## src/rtl/l1_threshold_servo_pkg.sv

```systemverilog
`default_nettype none
// ============================================================================
// Module   : l1_threshold_servo_pkg
// Purpose  : Shared L1 trigger definitions: servo FSM state encoding, default
//            L1 register-map addresses and a beam address helper.
// Ports    : none (package)
// Revision : 1.0 - initial release
// ============================================================================
package l1_threshold_servo_pkg;

    typedef logic [2:0] state_t;

    localparam state_t c_st_idle    = 3'd0;
    localparam state_t c_st_rd_cnt  = 3'd1;
    localparam state_t c_st_rd_thr  = 3'd2;
    localparam state_t c_st_calc    = 3'd3;
    localparam state_t c_st_wr_thr  = 3'd4;
    localparam state_t c_st_next    = 3'd5;
    localparam state_t c_st_wr_ctrl = 3'd6;

    localparam logic [12:0] c_thr_base   = 13'h0800;
    localparam logic [12:0] c_cnt_base   = 13'h0C00;
    localparam logic [12:0] c_ctrl_addr  = 13'h1800;
    localparam logic [31:0] c_update_val = 32'h0000_0002;

    // Per-beam registers are word spaced: base + 4*beam.
    function automatic logic [12:0] beam_addr(input logic [12:0] base,
                                              input logic [5:0]  beam);
        return base + {5'b0, beam, 2'b00};
    endfunction

endpackage
`default_nettype wire

```

## src/rtl/l1_threshold_servo_step.sv

```systemverilog
`default_nettype none
// ============================================================================
// Module   : l1_servo_step
// Purpose  : Combinational threshold update for one beam. Raises the
//            threshold when the count is above the deadband, lowers it when
//            below, with saturating bounds and clamped results.
// Ports    : i_count, i_target, i_tol (32b), i_thr, i_step (18b) -> o_new_thr
// Revision : 1.0 - initial release
// ============================================================================
module l1_servo_step #(
    parameter logic [17:0] THR_MIN = 18'd0,
    parameter logic [17:0] THR_MAX = 18'h3FFFF
) (
    input  logic [31:0] i_count,
    input  logic [31:0] i_target,
    input  logic [31:0] i_tol,
    input  logic [17:0] i_thr,
    input  logic [17:0] i_step,
    output logic [17:0] o_new_thr
);

    logic [32:0] w_hi_raw;
    logic [32:0] w_lo_raw;
    logic [31:0] w_hi;
    logic [31:0] w_lo;
    logic [18:0] w_up;
    logic [18:0] w_dn;
    logic [17:0] w_up_clamp;
    logic [17:0] w_dn_clamp;

    always_comb begin
        // Deadband edges in 33 bits; the carry/borrow bit selects saturation.
        w_hi_raw = {1'b0, i_target} + {1'b0, i_tol};
        w_lo_raw = {1'b0, i_target} - {1'b0, i_tol};
        w_hi     = w_hi_raw[32] ? 32'hFFFF_FFFF : w_hi_raw[31:0];
        w_lo     = w_lo_raw[32] ? 32'd0         : w_lo_raw[31:0];

        // Step in 19 bits so an overflow or underflow is visible before clamping.
        w_up       = {1'b0, i_thr} + {1'b0, i_step};
        w_dn       = {1'b0, i_thr} - {1'b0, i_step};
        w_up_clamp = (w_up > {1'b0, THR_MAX}) ? THR_MAX : w_up[17:0];
        w_dn_clamp = (w_dn[18] || (w_dn[17:0] < THR_MIN)) ? THR_MIN : w_dn[17:0];

        if (i_count > w_hi) begin
            o_new_thr = w_up_clamp;
        end else if (i_count < w_lo) begin
            o_new_thr = w_dn_clamp;
        end else begin
            o_new_thr = i_thr;
        end
    end

endmodule
`default_nettype wire

```

## src/rtl/l1_threshold_servo.sv

```systemverilog
`default_nettype none
// ============================================================================
// Module   : l1_threshold_servo
// Purpose  : Wishbone master that sweeps all beams after each count-done
//            pulse, reads count and threshold, nudges the threshold toward
//            the target rate and commits changes with a control write.
// Ports    : wb_clk_i, wb_rstn_i         - clock, async active-low reset
//            wb_cyc/stb/we/adr/dat/sel_o - Wishbone master request
//            wb_ack_i, wb_dat_i          - Wishbone response
//            trigger_count_done_i        - new counts valid (1-cycle pulse)
//            servo_en_i, target_i, tol_i, step_i - servo control
//            busy_o, overrun_o, beam_o   - status
// Revision : 1.0 - initial release
// ============================================================================
module l1_threshold_servo
    import l1_threshold_servo_pkg::*;
#(
    parameter int          NBEAMS     = 46,
    parameter logic [12:0] THR_BASE   = c_thr_base,
    parameter logic [12:0] CNT_BASE   = c_cnt_base,
    parameter logic [12:0] CTRL_ADDR  = c_ctrl_addr,
    parameter logic [31:0] UPDATE_VAL = c_update_val,
    parameter logic [17:0] THR_MIN    = 18'd0,
    parameter logic [17:0] THR_MAX    = 18'h3FFFF
) (
    input  logic        wb_clk_i,
    input  logic        wb_rstn_i,
    output logic        wb_cyc_o,
    output logic        wb_stb_o,
    output logic        wb_we_o,
    output logic [12:0] wb_adr_o,
    output logic [31:0] wb_dat_o,
    output logic [3:0]  wb_sel_o,
    input  logic        wb_ack_i,
    input  logic [31:0] wb_dat_i,
    input  logic        trigger_count_done_i,
    input  logic        servo_en_i,
    input  logic [31:0] target_i,
    input  logic [31:0] tol_i,
    input  logic [17:0] step_i,
    output logic        busy_o,
    output logic        overrun_o,
    output logic [5:0]  beam_o
);

    localparam logic [5:0] c_last_beam = 6'(NBEAMS - 1);

    state_t      r_state, w_state_next;
    logic [5:0]  r_beam,  w_beam_next;
    logic [31:0] r_count;
    logic [17:0] r_thr;
    logic [17:0] w_new_thr;
    logic        r_changed, r_pending, r_overrun;

    logic        r_cyc,  w_cyc_next;
    logic        r_we,   w_we_next;
    logic [12:0] r_adr,  w_adr_next;
    logic [31:0] r_dat,  w_dat_next;
    logic [3:0]  r_sel,  w_sel_next;

    // An ack only counts while a request is outstanding; stale acks are dropped.
    logic w_ack, w_start;
    assign w_ack   = r_cyc & wb_ack_i;
    assign w_start = servo_en_i & (trigger_count_done_i | r_pending);

    l1_servo_step #(
        .THR_MIN (THR_MIN),
        .THR_MAX (THR_MAX)
    ) u_step (
        .i_count   (r_count),
        .i_target  (target_i),
        .i_tol     (tol_i),
        .i_thr     (r_thr),
        .i_step    (step_i),
        .o_new_thr (w_new_thr)
    );

    // State register
    always_ff @(posedge wb_clk_i or negedge wb_rstn_i) begin
        if (!wb_rstn_i) begin
            r_state <= c_st_idle;
            r_beam  <= '0;
        end else begin
            r_state <= w_state_next;
            r_beam  <= w_beam_next;
        end
    end

    // Next-state logic
    always_comb begin
        w_state_next = r_state;
        w_beam_next  = r_beam;
        case (r_state)
            c_st_idle: begin
                if (w_start) begin
                    w_state_next = c_st_rd_cnt;
                    w_beam_next  = '0;
                end
            end
            c_st_rd_cnt:  if (w_ack) w_state_next = c_st_rd_thr;
            c_st_rd_thr:  if (w_ack) w_state_next = c_st_calc;
            c_st_calc:    w_state_next = (w_new_thr != r_thr) ? c_st_wr_thr : c_st_next;
            c_st_wr_thr:  if (w_ack) w_state_next = c_st_next;
            c_st_next: begin
                if (!servo_en_i) begin
                    w_state_next = c_st_idle;
                end else if (r_beam == c_last_beam) begin
                    w_state_next = r_changed ? c_st_wr_ctrl : c_st_idle;
                end else begin
                    w_state_next = c_st_rd_cnt;
                    w_beam_next  = r_beam + 6'd1;
                end
            end
            c_st_wr_ctrl: if (w_ack) w_state_next = c_st_idle;
            default:      w_state_next = c_st_idle;
        endcase
    end

    // Output logic: bus request for the state being entered. The request drops
    // in the cycle after an ack, so back-to-back reads get a one-cycle gap.
    always_comb begin
        w_cyc_next = 1'b0;
        w_we_next  = 1'b0;
        w_adr_next = '0;
        w_dat_next = '0;
        w_sel_next = 4'h0;
        case (w_state_next)
            c_st_rd_cnt: begin
                w_cyc_next = ~w_ack;
                w_adr_next = beam_addr(CNT_BASE, w_beam_next);
            end
            c_st_rd_thr: begin
                w_cyc_next = ~w_ack;
                w_adr_next = beam_addr(THR_BASE, w_beam_next);
            end
            c_st_wr_thr: begin
                w_cyc_next = ~w_ack;
                w_we_next  = 1'b1;
                w_adr_next = beam_addr(THR_BASE, w_beam_next);
                w_dat_next = {14'b0, w_new_thr};
                w_sel_next = 4'hF;
            end
            c_st_wr_ctrl: begin
                w_cyc_next = ~w_ack;
                w_we_next  = 1'b1;
                w_adr_next = CTRL_ADDR;
                w_dat_next = UPDATE_VAL;
                w_sel_next = 4'hF;
            end
            default: ;
        endcase
    end

    always_ff @(posedge wb_clk_i or negedge wb_rstn_i) begin
        if (!wb_rstn_i) begin
            r_cyc <= 1'b0;
            r_we  <= 1'b0;
            r_adr <= '0;
            r_dat <= '0;
            r_sel <= 4'h0;
        end else begin
            r_cyc <= w_cyc_next;
            r_we  <= w_we_next;
            r_adr <= w_adr_next;
            r_dat <= w_dat_next;
            r_sel <= w_sel_next;
        end
    end

    // Datapath captures and sweep bookkeeping
    always_ff @(posedge wb_clk_i or negedge wb_rstn_i) begin
        if (!wb_rstn_i) begin
            r_count   <= '0;
            r_thr     <= '0;
            r_changed <= 1'b0;
            r_pending <= 1'b0;
            r_overrun <= 1'b0;
        end else begin
            if (r_state == c_st_rd_cnt && w_ack) r_count <= wb_dat_i;
            if (r_state == c_st_rd_thr && w_ack) r_thr   <= wb_dat_i[17:0];

            if (r_state == c_st_idle && w_start) begin
                r_changed <= 1'b0;
            end else if (r_state == c_st_wr_thr && w_ack) begin
                r_changed <= 1'b1;
            end

            // A pulse while sweeping is remembered once; a second one is an overrun.
            if (r_state == c_st_idle) begin
                if (w_start) r_pending <= 1'b0;
            end else if (trigger_count_done_i) begin
                r_pending <= 1'b1;
                if (r_pending) r_overrun <= 1'b1;
            end
        end
    end

    assign wb_cyc_o  = r_cyc;
    assign wb_stb_o  = r_cyc;
    assign wb_we_o   = r_we;
    assign wb_adr_o  = r_adr;
    assign wb_dat_o  = r_dat;
    assign wb_sel_o  = r_sel;
    assign busy_o    = (r_state != c_st_idle);
    assign overrun_o = r_overrun;
    assign beam_o    = r_beam;

endmodule
`default_nettype wire
```

## config.mk

```make
export PLATFORM = sky130hd
export DESIGN_NAME = l1_threshold_servo
export DESIGN_NICKNAME = d
export VERILOG_FILES = /design/src/rtl/l1_threshold_servo_pkg.sv /design/src/rtl/l1_threshold_servo_step.sv /design/src/rtl/l1_threshold_servo.sv
export SDC_FILE = /design/constraint.sdc
export NUM_CORES = 1
export LEC_CHECK = 0
export ABC_AREA = 1
export BUFFER_PORTS_ARGS = -buffer_cell sky130_fd_sc_hd__buf_2
export CORE_ASPECT_RATIO = 0.75
export CORE_UTILIZATION = 54
export DETAILED_ROUTE_END_ITERATION = 8
export MAX_ROUTING_LAYER = met4
export PLACE_DENSITY = 0.84
export SKIP_LAST_GASP = 1
export SLEW_MARGIN = 20
export SYNTH_ARGS = -nofsm -noshare
export SYNTH_HDL_FRONTEND = slang
export SYNTH_HIERARCHICAL = 1
export SYNTH_SLANG_ARGS = --single-unit
```

## constraint.sdc

```tcl
create_clock -name wb_clk_i -period 3.43 [get_ports wb_clk_i]
set_input_delay 0.1715 -clock wb_clk_i [delete_from_list [all_inputs] [get_ports wb_clk_i]]
set_output_delay 0.1715 -clock wb_clk_i [all_outputs]
set_load 0.005 [all_outputs]
```

## After elaboration in Yosys (flattened, before gate mapping)

Index checks and enable logic that the tools add are counted.
W data, S select, Z words.

- Add/sub/neg operators: 7
- Bitwise gates (word level): 5
- $lt $le $gt $ge: 4
- Mux-type cells: 30
- Equality and inequality tests: 13
- Reductions and logical operators: 14

Operators with widths:

| cell | count |
|---|---|
| $mux W18 | 4 |
| $mux W32 | 2 |
| $pmux W13 S3 | 1 |
| $pmux W18 S2 | 1 |
| $add A32 B32 Y33 | 1 |
| $sub A32 B32 Y33 | 1 |
| $gt A32 B32 Y1 | 1 |
| $lt A32 B32 Y1 | 1 |
| $add A12 B8 Y13 const A | 2 |
| $mux W3 | 8 |
| $pmux W3 S7 | 1 |
| $add A18 B18 Y19 | 1 |
| $gt A19 B18 Y1 const B | 1 |
| $sub A18 B18 Y19 | 1 |
| $lt A18 B1 Y1 const B | 1 |
| $mux W6 | 3 |
| $ne A18 B18 Y1 | 1 |
| $eq A3 B3 Y1 const B | 5 |
| $pmux W6 S2 | 1 |
| $eq A3 B2 Y1 const B | 3 |
| $mux W1 | 8 |
| $add A6 B1 Y6 const B | 1 |
| $eq A3 B1 Y1 const B | 2 |
| $eq A6 B6 Y1 const B | 1 |
| other kinds (14) | 21 |

- Bits in registers: 113
- Word-level logic and storage cells: 85
- Output and inout bits: 60
- Bits of input ports: 119

## Logic depth before layout (Yosys ltp)

Gate-level depths: netlist of the first run.

- Depth in word-level cells: 12
- Gate-level depth with buffers: 42
- Depth with buffers taken out: 40

## Hierarchy

Netlist of the first run, hierarchy kept.

Modules (own cells, without submodules):

| module | cells an instance | sequential area each (sq um) | area each (sq um) | instances |
|---|---|---|---|---|
| l1_servo_step | 1,317 | 0.0 | 7,641.1 | 1 |
| l1_threshold_servo | 457 | 2,277.2 | 4,222.8 | 1 |

## Worst setup path before layout of the first run

OpenSTA, ideal clock, no wires.

- Path type: input to register
- Start point: input port target_i[0]
- End point: register r_dat[0], in the netlist wb_dat_o[0]
- Slack: -1,599 ps
- Cell stages on the path: 39
- Data required time: 3,313 ps
- Path buffers: 3
- Arrival: 4,912 ps
- Library setup time: 117 ps
- Cells stage by stage: ha_1 -> inv_1 -> fa_1 -> or2_2 -> o21ai_2 -> nand2_1 -> nand2_1 -> nand2_1 -> nand2_1 -> nand3_1 -> o2111ai_1 -> nand3_1 -> o211ai_1 -> a21oi_2 -> inv_1 -> buf_4 -> nor2_1 -> ha_1 -> [3 not listed] -> o221ai_1 -> nand2_1 -> o2111ai_1 -> nand2_1 -> clkinv_1 -> clkbuf_1 -> nand2_1 -> nand2_1 -> inv_1 -> nand2_1 -> nand2_1 -> nor2_1 -> nand2_1 -> nor2_1 -> nand3_2 -> nand3_4 -> buf_12 -> nor2_4

- Longest elaborated chain between the ends: 10

RTL lines:

| item | line | source |
|---|---|---|
| from (decl) | l1_threshold_servo.sv:38 | `input logic [31:0] target_i,` |
| $sub A32 B32 Y33 | l1_threshold_servo_step.sv:34 | `w_lo_raw = {1'b0, i_target} - {1'b0, i_tol};` |
| $mux W32 | l1_threshold_servo_step.sv:36 | `w_lo = w_lo_raw[32] ? 32'd0 : w_lo_raw[31:0];` |
| $lt A32 B32 Y1 | l1_threshold_servo_step.sv:46 | `end else if (i_count < w_lo) begin` |
| $mux W18 | l1_threshold_servo_step.sv:46 |  |
| $mux W18 * | l1_threshold_servo_step.sv:44 | `if (i_count > w_hi) begin` |
| net w_new_thr[9] | l1_threshold_servo.sv:52 | `logic [17:0] w_new_thr;` |
| $ne A18 B18 Y1 * | l1_threshold_servo.sv:102 | `c_st_calc: w_state_next = (w_new_thr != r_thr) ? c_st_wr_thr : c_st_next;` |
| $mux W1 * | l1_threshold_servo.sv:102 |  |
| $pmux W3 S7 * | l1_threshold_servo.sv:93 | `case (r_state)` |
| $eq A3 B3 Y1 | l1_threshold_servo.sv:127 | `case (w_state_next)` |
| $pmux W18 S2 * | l1_threshold_servo.sv:127 |  |
| net w_dat_next[0] | l1_threshold_servo.sv:58 | `logic [31:0] r_dat, w_dat_next;` |
| to (signal assigned) | l1_threshold_servo.sv:165 | `r_dat <= w_dat_next;` |
| to (decl) | l1_threshold_servo.sv:58 |  |

The timed path passes the listed nets; every way through them passes the cells marked *.
A chain may end at the register's enable or synchronous reset.

## Final worst setup path of the first run

- Start point: input port tol_i[0]
- End point: register r_cyc, in the netlist wb_cyc_o

- Longest elaborated chain between the ends: 11

RTL lines:

| item | line | source |
|---|---|---|
| from (decl) | l1_threshold_servo.sv:39 | `input logic [31:0] tol_i,` |
| $sub A32 B32 Y33 | l1_threshold_servo_step.sv:34 |  |
| $mux W32 | l1_threshold_servo_step.sv:36 |  |
| $lt A32 B32 Y1 | l1_threshold_servo_step.sv:46 |  |
| $mux W18 | l1_threshold_servo_step.sv:46 |  |
| $mux W18 * | l1_threshold_servo_step.sv:44 |  |
| net w_new_thr[3] | l1_threshold_servo.sv:52 |  |
| $ne A18 B18 Y1 * | l1_threshold_servo.sv:102 |  |
| $mux W1 * | l1_threshold_servo.sv:102 |  |
| $pmux W3 S7 * | l1_threshold_servo.sv:93 |  |
| $eq A3 B3 Y1 (tied with other cells) | l1_threshold_servo.sv:127 |  |
| $reduce_or A4 Y1 (no source line) * | - |  |
| $mux W1 * | - |  |
| net w_cyc_next | l1_threshold_servo.sv:55 | `logic r_cyc, w_cyc_next;` |
| to (signal assigned) | l1_threshold_servo.sv:162 | `r_cyc <= w_cyc_next;` |
| to (decl) | l1_threshold_servo.sv:55 |  |

Marks and branches as above.

==> impl_results.md, run 1 <==
- Area growth from synthesis to layout: 47.09%
- Endpoint type of the worst setup path: flop
- # rows: 46
- Relative slew slack: 51.62%
- PwrDens: 851.1 mW/mm²
- Setup ws final: -1.708 ns
- Adder-cell share of the synthesized area: 18.08%
- Final min period: 5.138 ns
- Unrepaired setup endpoints after global routing: true
- Synth Area in XOR/XNOR: 3.617%
- Ys async rst share: 100.0%
- Yosys cell types: 61
- Most used cell, CP: nand2_2
- CP max stage delay: 0.34 ns
- Die ar.: 0.02257 mm²
- Dpl ws: -2.178 ns
- Register bit count reported by yosys: 91
- Least-Margin Pin Slew: 0.7257 ns
- Met1 GRT Util: 49.06%
- Vias per Instance: 5.697
- Compound-Gate Fraction of Synth Area: 14.94%
- Tot Pwr: 14850 µW
- DP HPWL: 33190 µm
- GP Congestion: 1.020
- Outcome: complete, but fails checks
- Multiplexer share of the synthesized area: 1.329%
- Antenna-violating nets left: 0
- Worst EP arrival: 5.39 ns
- Reg clk slew, reported paths: 0.07 ns
- Via count of the first global-routing pass: 13880
- CTS H-tree lvls: 3
- Final Hold Vio Count: 0
- DRT Wirelength: 48060 µm
- Hold crit path type: in -> reg
- Global route overflow: 0
- Fmax: 194.6 MHz
- Placed insts: 2536
- CP required: 3.68 ns
- 1st-iter DRT viols: 1777
- Startpoint types: input pin
- I/O Buffers: 160
- Final Non-Filler Cells: 2633
- Clock buffer count from CTS: 9
- Synth Area per Inst: 6.688 µm²
- Largest family of logic cells by synthesized area: simple AND/OR/NAND/NOR gates
- Commonest cells after routing, fill and taps aside: buf_4, nand2_1, inv_1, buf_2, ha_1
- Seq/Total Area, Yosys: 19.19%
- Layout Nets: 2626
- Final slew viol count: 0
- Ranking of synthesized cells by area: dfrtp_1, ha_1, nand2_1, inv_1, a21oi_1
- Commonest non-fill, non-tap cell in the layout: buf_4
- Worst-case clock skew: 0.01099 ns
- Chip Height: 130.4 µm
- CP Max Fanout: 11
- Peak supply drop: 0.6824 mV
- Drt first pass iters: 8
- DR DRC count: 0
- Post-synth EDFFs: 0
- Flop-to-flop setup slack: -0.54 ns
- Met2 Track Usage GR: 65.04%
- CTS Root Cell: clkbuf_16
- Setup CP Type: in -> reg
- Synth Instances: 1774
- # IOs: 179
- First-pass GRT wire length: 68940 µm
- Via count: 15000
- Min Hold Slack: 0.04064 ns
- Yosys Warn Count: 6
- Initial antenna violation count: 2
- Tcrit/Tclk final: 149.8%
- Die X: 173.2 µm
- Leak pwr: 0.009643 µW
- DR WL/cell: 18.25 µm
- Failing checks: negative setup slack
- Clock net sink count: 91
- CTS tree: built
- Slowest-stage cell, CP: fa_2
- Post-Synth Simple-Gate Area: 30.01%
- CTS max path bufs: 2
- Clock Latency Late Sink: 0.36 ns
- Core area: 0.02135 mm²
- Layout cells sized above 1: 38.37%
- Synth area leader: dfrtp_1
- Starting Density: 55.56%
- Mapped Area: 0.01186 mm²
- Global routing's busiest layer: met2
- Max-cap violations: 0
- Top_reg_cell synth: dfrtp_1
- Overall Global Routing Usage: 40.00%
- Endpoints failing setup: 29
- Routing usage on met3: 8.945%
- Top-area cell type share of the netlist area: 19.19%
- Largest net degree at the start of global routing: 53
[critical path, delay by kind of cell]
family	cells	cell delay, ns
adder cells (fa/ha/maj)	3	0.79
AND/OR/NAND/NOR	18	1.93
AO/OA/AOI/OAI	9	1.28
buffers and inverters	10	1.06
XOR/XNOR	1	0.17
[registers in the layout (all words and copies together) (netlist names)]
signal / count
beam_o: 6
wb_adr_o: 9
r_state: 3
r_pending: 1
overrun_o: 1
wb_dat_o: 18
wb_cyc_o: 1
r_changed: 1
wb_sel_o: 1
r_thr: 18
r_count: 32
[metrics by stage]
stage          utilization [%]  instance area (µm²)  TNS [ns]
2_1_floorplan                -                12010    -31.84
3_5_place_dp             72.82                15550    -61.66
5_1_grt                  81.72                17450    -52.92
3_3_place_gp             72.82                15550    -54.26
6_report                 81.72                17450    -47.24
4_1_cts                  78.93                16850    -40.16
[cells by family (layout without fill, tap and decap cells)]
logic type / after synthesis / in the layout
compound gates: 305 / 305
xor+xnor: 49 / 49
fa+ha+maj: 169 / 169
buf+inv: 355 / 907
flops: 91 / 91
mux: 14 / 14
other cells: 1 / 20
simple gates: 790 / 790
[area by class of cell]
type,instances,area (µm²)
multi-input cells,1345,8974
repair buffers,610,4420
fillers,1308,3902
flip-flops and latches,91,2277
inverters,278,1064
well taps,288,360.3
clock buffers,10,239.0
clock inverters,6,70.07
repair inverters,3,41.29
diodes,2,5.005
[layer usage]
| layer | share of wire (%) | vias up |
|---|---|---|
| li1 | - | 6823 |
| met1 | 39 | 6911 |
| met2 | 46 | 1029 |
| met3 | 10 | 237 |
| met4 | 4.7 | 0 |
| met5 | 0 | - |
[power breakdown]
group / switching (µW) / total, µW / internal, µW
Clock: 478 / 1070 / 592
Sequential: 456 / 1960 / 1500
Combinational: 6520 / 11800 / 5310
Total: 7450 / 14900 / 7400
[synth_stat cells, types with 8 or more instances]
cell type  instances
a21boi_0          11
a21oi_1          124
buf_2             23
buf_4             30
clkbuf_1          16
dfrtp_1           91
ha_1             165
inv_1            269
mux2_2            14
nand2_1          399
nand2_2           20
nand3_1          118
nand4_1           18
nor2_1           152
nor2_4            13
nor3_1            17
nor4_1             8
o21ai_0           90
o21bai_1          13
or2_2             25
xnor2_1            8
xor2_1            41
[timing repair]
item | 4_1_cts | 5_1_grt
gates cloned | 7 | 1
pin swaps | 44 | 85
endpoints found under the hold margin | 48 | 0
hold buffers | 1 | 0
setup buffers | 58 | 14
setup endpoints to repair | 29 | 29
resized for setup | 92 | 133
[worst paths after layout]
check                                   from          end  cells after the start
min in group asynchronous          wb_rstn_i    overrun_o                      2
max in group asynchronous          wb_rstn_i     r_thr[8]                      3
worst max register to register      r_thr[8]     wb_cyc_o                     23
worst max-delay path                tol_i[0]     wb_cyc_o                     41
worst min register to register     overrun_o    overrun_o                      1
worst min-delay path            wb_dat_i[22]  r_count[22]                      2
(Power assumes the default switching activity.)
==> run 2: changes to the inputs <==
Settings changed: CORE_UTILIZATION 54 to 45, PLACE_DENSITY 0.84 to 0.73.
==> impl_results.md, run 2 (synthesis results as in run 1) <==
- Outcome: complete, but fails checks (unchanged)
- Failing checks: negative setup slack (unchanged)
- Hold_sp: wb_dat_i[30] (was wb_dat_i[22])
- Placed insts: 2602 (was 2536)
- Clock net sink count: 91 (unchanged)
- Final slew viol count: 0 (unchanged)
- Combinational Power Share: 76.8% (was 79.6%)
- FF-to-FF End: wb_adr_o[2] (was wb_cyc_o)
- Hold crit path type: in -> reg (unchanged)
- Clock Latency Late Sink: 0.35 ns (was 0.36 ns)
- Startpoint types: input pin (unchanged)
- # rows: 51 (was 46)
- Core area: 0.02591 mm² (was 0.02135 mm²)
- GP Congestion: 0.9898 (was 1.020)
- Largest net degree at the start of global routing: 69 (was 53)
- Most used cell, CP: nand2_1 (was nand2_2)
- CTS H-tree lvls: 3 (unchanged)
- Final Non-Filler Cells: 2654 (was 2633)
- Fin area: 0.01685 mm² (was 0.01745 mm²)
- Sw frac: 49.94% (was 50.16%)
- Setup ws final: -1.658 ns (was -1.708 ns)
- Placed cell areas: 0.01567 mm² (was 0.01555 mm²)
- Drt first pass iters: 6 (was 8)
- DR DRC count: 0 (unchanged)
- Setup TNS Final: -46.15 ns (was -47.24 ns)
- Final min period: 5.088 ns (was 5.138 ns)
- Via count: 13700 (was 15000)
- Seq pwr share: 15.3% (was 13.2%)
- 1st-iter DRT viols: 1025 (was 1777)
- CP top delay family: simple AND/OR/NAND/NOR gates (unchanged)
- Tcrit/Tclk final: 148.3% (was 149.8%)
- CP Max Fanout: 6 (was 11)
- Flop-to-flop setup slack: -0.54 ns (about the same)
- Worst-case clock skew: 0.008147 ns (was 0.01099 ns)
- Reg2reg start: r_thr[4] (was r_thr[8])
- PwrDens: 754.1 mW/mm² (was 851.1 mW/mm²)
- I/O Buffers: 160 (unchanged)
- # IOs: 179 (unchanged)
- Die X: 189.5 µm (was 173.2 µm)
- DP HPWL: 32780 µm (was 33190 µm)
- First-pass GRT wire length: 63410 µm (was 68940 µm)
- Chip Height: 142.6 µm (was 130.4 µm)
- Fmax: 196.5 MHz (was 194.6 MHz)
- Unrepaired setup endpoints after global routing: true (unchanged)
- CP max stage delay: 0.41 ns (was 0.34 ns)
- Vias per Instance: 5.161 (was 5.697)
- Hold Crit Endpoint: r_count[30] (was r_count[22])
- Via count of the first global-routing pass: 12650 (was 13880)
- Antenna-violating nets left: 0 (unchanged)
- Starting Density: 45.79% (was 55.56%)
- Slowest-stage cell, CP: nor4_4 (was fa_2)
- Die ar.: 0.02702 mm² (was 0.02257 mm²)
- CTS max path bufs: 2 (unchanged)
- DRT Wirelength: 41060 µm (was 48060 µm)
- CP required: 3.73 ns (was 3.68 ns)
- Reg clk slew, reported paths: 0.07 ns (about the same)
- Largest register FFs: 32 (unchanged)
- Post-layout util: 65.03% (was 81.72%)
- Tot Pwr: 12710 µW (was 14850 µW)
- Worst EP arrival: 5.39 ns (about the same)
- Leak pwr: 0.009352 µW (was 0.009643 µW)
- CTS tree: built (unchanged)
- Overall Global Routing Usage: 30.48% (was 40.00%)
- CTS Root Cell: clkbuf_16 (unchanged)
- Commonest non-fill, non-tap cell in the layout: buf_4 (unchanged)
- Layout Nets: 2591 (was 2626)
- Clock power share: 7.9% (was 7.2%)
- Internal: 6361 µW (was 7403 µW)
- Max-cap violations: 0 (unchanged)
- Area occupied by registers: 0.002277 mm² (unchanged)
- Layout cells sized above 1: 35.44% (was 38.37%)
- Relative slew slack: 40.61% (was 51.62%)
- DR WL/cell: 15.47 µm (was 18.25 µm)
- Largest Register: r_count (unchanged)
- Area of the multi-input gates: 0.008733 mm² (was 0.008974 mm²)
- Reported net switching power: 6345 µW (was 7450 µW)
- Commonest cells after routing, fill and taps aside: buf_4, nand2_1, inv_1, buf_2, ha_1 (unchanged)
- Setup CP Type: in -> reg (unchanged)
- Buf/Inv on CP: 11 (was 10)
- Final Hold Vio Count: 0 (unchanged)
- Least-Margin Pin Slew: 0.8908 ns (was 0.7257 ns)
- Global route overflow: 0 (unchanged)
- Area growth from synthesis to layout: 42.02% (was 47.09%)
- Fill count: 2259 (was 1308)
- Initial antenna violation count: 1 (was 2)
- Endpoints failing setup: 29 (unchanged)
- Peak supply drop: 0.5110 mV (was 0.6824 mV)
- Hold depth: 2 (unchanged)
- Endpoint type of the worst setup path: flop (unchanged)
- Clock buffer count from CTS: 9 (unchanged)
- FF-to-FF path depth: 26 (was 23)
-- run 2: power by group through the flow --
stage | combinational (µW) | clock, µW | sequential [µW]
after global routing | 10600 | 1060 | 1990
final | 9760 | 1000 | 1940
after floorplan | 5010 | 0 | 1840
after CTS | 9110 | 1010 | 1930
after global placement | 8030 | 0 | 1930
after detailed placement | 8220 | 0 | 1930
-- run 2: cell type report --
class / instances / area share [%]
Inverter: 278 / 6.253
Clock inverter: 7 / 0.4233
Clock buffer: 9 / 1.337
Timing Repair Buffer: 576 / 23.95
Timing Repair inverter: 2 / 0.1040
Sequential cell: 91 / 13.52
Tap cell: 344 / 2.555
Antenna cell: 2 / 0.02970
Multi-Input combinational cell: 1345 / 51.83
-- run 2: metrics by stage --
| step | setup slack (ns) | hold WS (ns) |
|---|---|---|
| floorplan | -1.175 | -0.1241 |
| global placement | -1.823 | 0.3421 |
| detailed placement | -2.037 | 0.3408 |
| CTS | -1.315 | 0.05031 |
| global route | -1.930 | 0.04682 |
| finish | -1.658 | 0.05352 |
-- run 2: repair_timing --
item / 4_1_cts / 5_1_grt
endpoints found under the setup margin: 29 / 29
pin swaps: 59 / 35
gates resized for setup: 101 / 53
hold buffers: 1 / 0
setup buffers: 22 / 9
endpoints found under the hold margin: 67 / 0
gates cloned: 6 / 0
-- run 2: worst max path at each step --
stage / start / to / slack, ns / depth (start not counted)
2_1_floorplan: target_i[0] / wb_dat_o[0] / -1.17 / 39
3_3_place_gp: tol_i[0] / wb_dat_o[4] / -1.82 / 35
3_5_place_dp: tol_i[0] / wb_dat_o[4] / -2.04 / 36
4_1_cts: target_i[0] / wb_dat_o[4] / -1.31 / 39
5_1_grt: tol_i[0] / wb_adr_o[5] / -1.93 / 42
6_report: tol_i[0] / wb_adr_o[2] / -1.66 / 41
-- run 2: metal layers --
| layer | wire length (µm) | share of wire (%) | up-vias | track usage (%) |
|---|---|---|---|---|
| met3 | 3471 | 8.5 | 78 | 5.407 |
| met2 | 17510 | 43 | 589 | 45.61 |
| met4 | 794 | 1.9 | 0 | 5.051 |
| met1 | 19290 | 47 | 6268 | 43.19 |
| met5 | 0 | 0 | - | - |
| li1 | - | - | 6761 | - |
